File: src/rtl/pipelined_adder_arbiter_pkg.sv
// Shared types and defaults for the round-robin front end of pipelined_adder.
// The tag type carries a requester id alongside each operation in flight.
package pipelined_adder_arb_pkg;

    localparam int ADDER_WIDTH       = 26;
    localparam int ARB_MAX_REQ       = 8;
    localparam int ADDER_LATENCY_DEF = 3;

    typedef struct packed {
        logic       valid;
        logic [2:0] id;
    } adder_tag_t;

endpackage

File: src/rtl/pipelined_adder_arbiter_if.sv
// Requester, adder and response signals of pipelined_adder_arbiter.
// The master side is the requesters plus the adder, the slave side the arbiter.
interface pipelined_adder_arbiter_if #(
    parameter int NUM_REQ = 4,
    parameter int WIDTH   = 26
) ();
    localparam int ID_W = $clog2(NUM_REQ);

    logic [NUM_REQ-1:0]       req_valid;
    logic [NUM_REQ-1:0]       req_ready;
    logic [NUM_REQ*WIDTH-1:0] req_op_a;
    logic [NUM_REQ*WIDTH-1:0] req_op_b;
    logic [WIDTH-1:0]         add_op_a;
    logic [WIDTH-1:0]         add_op_b;
    logic [WIDTH-1:0]         add_out;
    logic [NUM_REQ-1:0]       rsp_valid;
    logic [WIDTH-1:0]         rsp_data;
    logic [ID_W-1:0]          rsp_id;

    modport master (
        output req_valid, req_op_a, req_op_b, add_out,
        input  req_ready, add_op_a, add_op_b, rsp_valid, rsp_data, rsp_id
    );

    modport slave (
        input  req_valid, req_op_a, req_op_b, add_out,
        output req_ready, add_op_a, add_op_b, rsp_valid, rsp_data, rsp_id
    );
endinterface

File: src/rtl/pipelined_adder_arbiter_tag_pipe.sv
// adder_tag_pipe: fixed-depth shift register of requester tags, cleared by the
// synchronous reset so nothing in flight survives it.
module adder_tag_pipe
    import pipelined_adder_arb_pkg::*;
#(
    parameter int DEPTH = 4
) (
    input  logic       clock0,
    input  logic       reset,
    input  adder_tag_t tag_in,
    output adder_tag_t tag_out
);
    adder_tag_t stage_d [DEPTH];
    adder_tag_t stage_q [DEPTH];

    // Shift by one stage per cycle; a bubble enters whenever tag_in is invalid.
    always_comb begin
        stage_d[0] = tag_in;
        for (int i = 1; i < DEPTH; i++) begin
            stage_d[i] = stage_q[i-1];
        end
    end

    // Tag stage registers.
    always_ff @(posedge clock0) begin
        if (reset) begin
            for (int i = 0; i < DEPTH; i++) begin
                stage_q[i] <= '0;
            end
        end else begin
            for (int i = 0; i < DEPTH; i++) begin
                stage_q[i] <= stage_d[i];
            end
        end
    end

    assign tag_out = stage_q[DEPTH-1];
endmodule

File: src/rtl/pipelined_adder_arbiter.sv
// pipelined_adder_arbiter: shares one pipelined_adder between NUM_REQ requesters,
// tagging each issue so the sum returns to its owner. PIPELINED_ADDER_ARB_FIXED_PRIO_EN
// selects fixed priority (requester 0 highest) instead of round-robin.
module pipelined_adder_arbiter
    import pipelined_adder_arb_pkg::*;
#(
    parameter int NUM_REQ       = 4,
    parameter int WIDTH         = ADDER_WIDTH,
    parameter int ADDER_LATENCY = ADDER_LATENCY_DEF
) (
    input logic                      clock0,
    input logic                      reset,
    pipelined_adder_arbiter_if.slave bus
);
    localparam int ID_W = $clog2(NUM_REQ);

    logic [ID_W-1:0]    prio_base_s;
    logic               grant_any_s;
    logic [ID_W-1:0]    grant_idx_s;
    logic [NUM_REQ-1:0] grant_s;
    int                 cand_s;
    logic [WIDTH-1:0]   op_a_d;
    logic [WIDTH-1:0]   op_a_q;
    logic [WIDTH-1:0]   op_b_d;
    logic [WIDTH-1:0]   op_b_q;
    adder_tag_t         tag_in_s;
    adder_tag_t         tag_out_s;

    // First valid requester found walking upward from the priority base, with wrap.
    always_comb begin
        grant_any_s = 1'b0;
        grant_idx_s = '0;
        cand_s      = 0;
        for (int k = 0; k < NUM_REQ; k++) begin
            cand_s = (int'(prio_base_s) + k >= NUM_REQ) ? int'(prio_base_s) + k - NUM_REQ
                                                         : int'(prio_base_s) + k;
            if (!grant_any_s && !reset && bus.req_valid[cand_s[ID_W-1:0]]) begin
                grant_any_s = 1'b1;
                grant_idx_s = cand_s[ID_W-1:0];
            end else begin
                grant_idx_s = grant_idx_s;
            end
        end
    end

    // One-hot grant vector.
    always_comb begin
        if (grant_any_s) begin
            grant_s = NUM_REQ'(1) << grant_idx_s;
        end else begin
            grant_s = '0;
        end
    end

    // Operand capture and tag issue on handshake; operands hold otherwise.
    always_comb begin
        op_a_d   = op_a_q;
        op_b_d   = op_b_q;
        tag_in_s = '0;
        if (grant_any_s) begin
            op_a_d         = bus.req_op_a[grant_idx_s*WIDTH +: WIDTH];
            op_b_d         = bus.req_op_b[grant_idx_s*WIDTH +: WIDTH];
            tag_in_s.valid = 1'b1;
            tag_in_s.id    = 3'(grant_idx_s);
        end else begin
            tag_in_s.valid = 1'b0;
        end
    end

    // Operand registers feeding the adder.
    always_ff @(posedge clock0) begin
        if (reset) begin
            op_a_q <= '0;
            op_b_q <= '0;
        end else begin
            op_a_q <= op_a_d;
            op_b_q <= op_b_d;
        end
    end

`ifdef PIPELINED_ADDER_ARB_FIXED_PRIO_EN
    assign prio_base_s = '0;
`else
    logic [ID_W-1:0] ptr_d;
    logic [ID_W-1:0] ptr_q;

    // Pointer moves just past the winner so it has lowest priority next time.
    always_comb begin
        if (grant_any_s) begin
            ptr_d = (grant_idx_s == ID_W'(NUM_REQ - 1)) ? '0 : grant_idx_s + ID_W'(1);
        end else begin
            ptr_d = ptr_q;
        end
    end

    // Round-robin pointer register.
    always_ff @(posedge clock0) begin
        if (reset) begin
            ptr_q <= '0;
        end else begin
            ptr_q <= ptr_d;
        end
    end

    assign prio_base_s = ptr_q;
`endif

    // One extra stage covers the operand register in front of the adder.
    adder_tag_pipe #(
        .DEPTH (ADDER_LATENCY + 1)
    ) u_tag_pipe (
        .clock0  (clock0),
        .reset   (reset),
        .tag_in  (tag_in_s),
        .tag_out (tag_out_s)
    );

    assign bus.req_ready = grant_s;
    assign bus.add_op_a  = op_a_q;
    assign bus.add_op_b  = op_b_q;
    assign bus.rsp_data  = bus.add_out;
    assign bus.rsp_valid = tag_out_s.valid ? (NUM_REQ'(1) << tag_out_s.id) : '0;
    assign bus.rsp_id    = tag_out_s.valid ? ID_W'(tag_out_s.id) : '0;
endmodule
File: src/flat_wrapper.sv
// flat-port wrapper written by rule: the top's interface ports become plain ports
module pipelined_adder_arbiter_flat import pipelined_adder_arb_pkg::*;
#(
    parameter int NUM_REQ       = 4,
    parameter int WIDTH         = ADDER_WIDTH,
    parameter int ADDER_LATENCY = ADDER_LATENCY_DEF
)
  (clock0, reset, bus_req_valid, bus_req_op_a, bus_req_op_b, bus_add_out, bus_req_ready, bus_add_op_a, bus_add_op_b, bus_rsp_valid, bus_rsp_data, bus_rsp_id);
  pipelined_adder_arbiter_if #(.NUM_REQ(NUM_REQ), .WIDTH(WIDTH)) bus_i ();
  input logic clock0;
  input logic reset;
  input wire logic [$bits(bus_i.req_valid)-1:0] bus_req_valid;
  input wire logic [$bits(bus_i.req_op_a)-1:0] bus_req_op_a;
  input wire logic [$bits(bus_i.req_op_b)-1:0] bus_req_op_b;
  input wire logic [$bits(bus_i.add_out)-1:0] bus_add_out;
  output wire logic [$bits(bus_i.req_ready)-1:0] bus_req_ready;
  output wire logic [$bits(bus_i.add_op_a)-1:0] bus_add_op_a;
  output wire logic [$bits(bus_i.add_op_b)-1:0] bus_add_op_b;
  output wire logic [$bits(bus_i.rsp_valid)-1:0] bus_rsp_valid;
  output wire logic [$bits(bus_i.rsp_data)-1:0] bus_rsp_data;
  output wire logic [$bits(bus_i.rsp_id)-1:0] bus_rsp_id;
  assign bus_i.req_valid = bus_req_valid;
  assign bus_i.req_op_a = bus_req_op_a;
  assign bus_i.req_op_b = bus_req_op_b;
  assign bus_i.add_out = bus_add_out;
  assign bus_req_ready = bus_i.req_ready;
  assign bus_add_op_a = bus_i.add_op_a;
  assign bus_add_op_b = bus_i.add_op_b;
  assign bus_rsp_valid = bus_i.rsp_valid;
  assign bus_rsp_data = bus_i.rsp_data;
  assign bus_rsp_id = bus_i.rsp_id;
  pipelined_adder_arbiter #(.NUM_REQ(NUM_REQ), .WIDTH(WIDTH), .ADDER_LATENCY(ADDER_LATENCY)) u_core (.clock0(clock0), .reset(reset), .bus(bus_i));
endmodule
File: config.mk
export PLATFORM = sky130hd
export DESIGN_NAME = pipelined_adder_arbiter_flat
export DESIGN_NICKNAME = d
export VERILOG_FILES = /design/src/rtl/pipelined_adder_arbiter_pkg.sv /design/src/rtl/pipelined_adder_arbiter_if.sv /design/src/rtl/pipelined_adder_arbiter_tag_pipe.sv /design/src/rtl/pipelined_adder_arbiter.sv /design/src/flat_wrapper.sv
export SDC_FILE = /design/constraint.sdc
export NUM_CORES = 1
export LEC_CHECK = 0
export ABC_CLOCK_PERIOD_IN_PS = 2850
export CAP_MARGIN = 20
export CORE_AREA = 2 2 127 129
export CTS_BUF_LIST = sky130_fd_sc_hd__clkbuf_4
export DETAILED_ROUTE_END_ITERATION = 7
export DIE_AREA = 0 0 129 131
export PLACE_DENSITY = 0.67
export SETUP_SLACK_MARGIN = 0.02
export SLEW_MARGIN = 30
export SYNTH_ARGS = -nofsm -noshare
export SYNTH_HDL_FRONTEND = slang
export SYNTH_HIERARCHICAL = 1
export SYNTH_SLANG_ARGS = --single-unit
export TNS_END_PERCENT = 100
File: constraint.sdc
create_clock -name clock0 -period 2.85 [get_ports clock0]
set_clock_uncertainty 0.1 [all_clocks]
set_input_delay 0.4275 -clock clock0 [delete_from_list [all_inputs] [get_ports clock0]]
set_output_delay 0.4275 -clock clock0 [all_outputs]
set_load 0.1 [all_outputs]
==> run metrics <==
status=complete, no violations; mean post-synth cell area=10.3 um2; die area=16900 um2; DR iter-0 viols=94; register area share after synthesis=0.341; worst min-delay path class=reg -> reg; Port Buffers=275; diodes inserted=0; final worst-path cycle share=0.982; CTS clock-pin slew for the worst setup and hold paths=110 ps; share of post-route cells with drive strength above 1=0.266; Starting Density=0.263; Yosys warning total=6; Num Clock Sinks=70; Synth Flop Type=dfxtp_1; core area=15600 um2; first-pass GRT wire length=20800 um; DR pass1 iterations=4; clk_lat worst skew=410 ps; CP required=2320 ps; via count=4057; DP Wirelength=11400 um; die height=131 um; top post-synthesis cells by area=dfxtp_1 34%, mux2i_1 25%, o221ai_2 13%, nand2_1 5.3%, buf_4 4.9%; WP data arrival=2270 ps; Cell Area, Synth=4110 um2; hold_buf cts=0; crit end category=primary output; max-cap violations=0; asr flop ratio synth=0; critical path type=in -> out; Power Density=501 nW/um2; endpoints failing hold=0; initial antenna violation count=0; vias in the first global route=4060; top-count cell post-synth=mux2i_1; Final min period=2800 ps; Post-DRT Antenna Nets=0; GRT Total Usage=0.160; top post-synthesis cells by count=104 x mux2i_1, 70 x dfxtp_1, 58 x nand2_1; IO Count=328; final core utilization=0.456; Num CTS Buffers=9; gpl congestion=0.751; leakage=0.00280 uW; RSZ-0062 raised after global routing=true; CP Cell Sequence=clkdlybuf4s50_1 -> buf_4 -> nor2_2 -> nor3_1 -> or4_4 -> inv_2 -> ha_4 -> and2_4 -> buf_12; cells after synthesis=397; Crit path max-delay family=simple AND/OR/NAND/NOR gates; clk buf depth=2; H-Tree Level Count=3; Yosys top cell area share=0.341; routed len/inst=16.2 um; R2R Setup Slk=710 ps; critical path fanouts, max=4; slowest CP cell=or4_4; crit start category=primary input; largest net degree at the start of global routing=53; Routed Wire Length=14200 um; # nets final=895; Worst IR Drop VDD=0.281 mV; post-route insts no fill=875; Cells after DPL=855; hold path start=u_core/u_tag_pipe/stage_q[1][0]; Syn Nets=638; DR DRC count=0; Root Buffer=clkbuf_4; WP buf/inv=4; count of different cell masters after synthesis=29; Post-synth EDFFs=0; Max Slew Vio Count=0; FF+latch count, synth=70; R2R Path Start=u_core/prio_base_s[1]; CTS tree=yes; Area Overhead vs Synth=73.1%; CP max stage delay=520 ps; CP Launch Point=bus_req_valid[1]; cell taking the most area after synthesis=dfxtp_1; die width=129 um; row cnt=46; GR Overflow Total=0; endpoints failing setup=0; Max Fclk=357 MHz; DR vias/cell=4.64
==> flip-flops by register name, summed over array words and instances, names as in the netlist <==
signal                     flops
u_core/bus.add_op_a           26
u_core/u_tag_pipe/stage_q     16
u_core/bus.add_op_b           26
u_core/prio_base_s             2
==> cells in the final DEF, fill, tap and decap left out, types with 2 or more instances in the layout <==
master	n
a21oi_1	4
a21oi_2	2
and2b_2	6
buf_12	9
buf_4	80
clkbuf_4	11
clkdlybuf4s50_1	210
clkinv_2	2
clkinv_4	3
dfxtp_1	69
dlymetal6s2s_1	2
inv_1	3
mux2i_1	104
nand2_1	58
nand2b_1	3
nor2_1	4
nor2_2	4
nor2b_1	3
nor2b_2	7
nor3_1	2
nor3_2	3
o221ai_1	16
o221ai_2	36
==> cell families (layout without fill, tap and decap cells) <==
logic type,Yosys count,count (layout),synth area share
and+or+nand+nor,99,99,0.121
DFF,70,70,0.341
buffers and inverters,60,322,0.0950
muxes,104,104,0.253
AOI/OAI and AO/OA,62,62,0.186
other,1,1,0.000913
adders and majority gates,1,1,0.00305
==> metal layers <==
metal | GRT usage | vias to the layer above | wire [um]
met1 | 0.165 | 1892 | 5140
li1 | - | 1950 | -
met2 | 0.307 | 188 | 7530
met3 | 0.0444 | 27 | 1240
met4 | 0.0665 | 0 | 307
met5 | 0 | - | 0
==> final cells by class <==
cell class | count | area, um2
Clock inverter | 5 | 36.3
Clock buffer | 11 | 82.6
Timing Repair Buffer | 302 | 2920
Inverter | 4 | 15.0
Fill cell | 1499 | 8490
Multi-Input combinational cell | 267 | 2380
Sequential cell | 70 | 1410
Tap cell | 216 | 270
==> metrics by stage <==
stage	power, uW	setup WS [ps]	hold WS (ps)	instance area [um2]	TNS, ps
after floorplan	2550	9.40	314	4130	0
after global placement	2990	-20.1	318	6920	-20.1
after detailed placement	3020	-96.5	325	6920	-132
after CTS	3610	22.5	353	7070	0
after global routing	3730	12.6	361	7110	0
final	3560	50.1	352	7110	0
==> final timing paths <==
| path | endpoint | cells past startpoint |
|---|---|---|
| max | bus_req_ready[3] | 9 |
| min | u_core/u_tag_pipe/stage_q[2][0] | 1 |
| max reg2reg | u_core/bus.add_op_a[23] | 7 |
| min reg2reg | u_core/u_tag_pipe/stage_q[2][0] | 1 |
==> what timing repair did <==
item,CTS,global route
resized for setup,7,8
pin swaps,2,3
endpoints found under the setup margin,2,3
buffers inserted,2,2
endpoints found under the hold margin,0,0
gates cloned,0,0
==> worst reg2reg max path, cell delays in order (launching register included) <==
cell	delay (ps)
dfxtp_4	370
nand2b_4	160
a21oi_2	140
a21oi_2	60
or4_4	550
buf_4	160
buf_4	250
o221ai_1	280
==> where the power goes <==
group / internal (uW) / switching, uW / leakage (uW)
Combinational: 674 / 1170 / 0.00214
Sequential: 1090 / 59.9 / 0.000582
Clock: 201 / 363 / 0.0000708
Note: power is estimated with default switching activity, not from simulation.
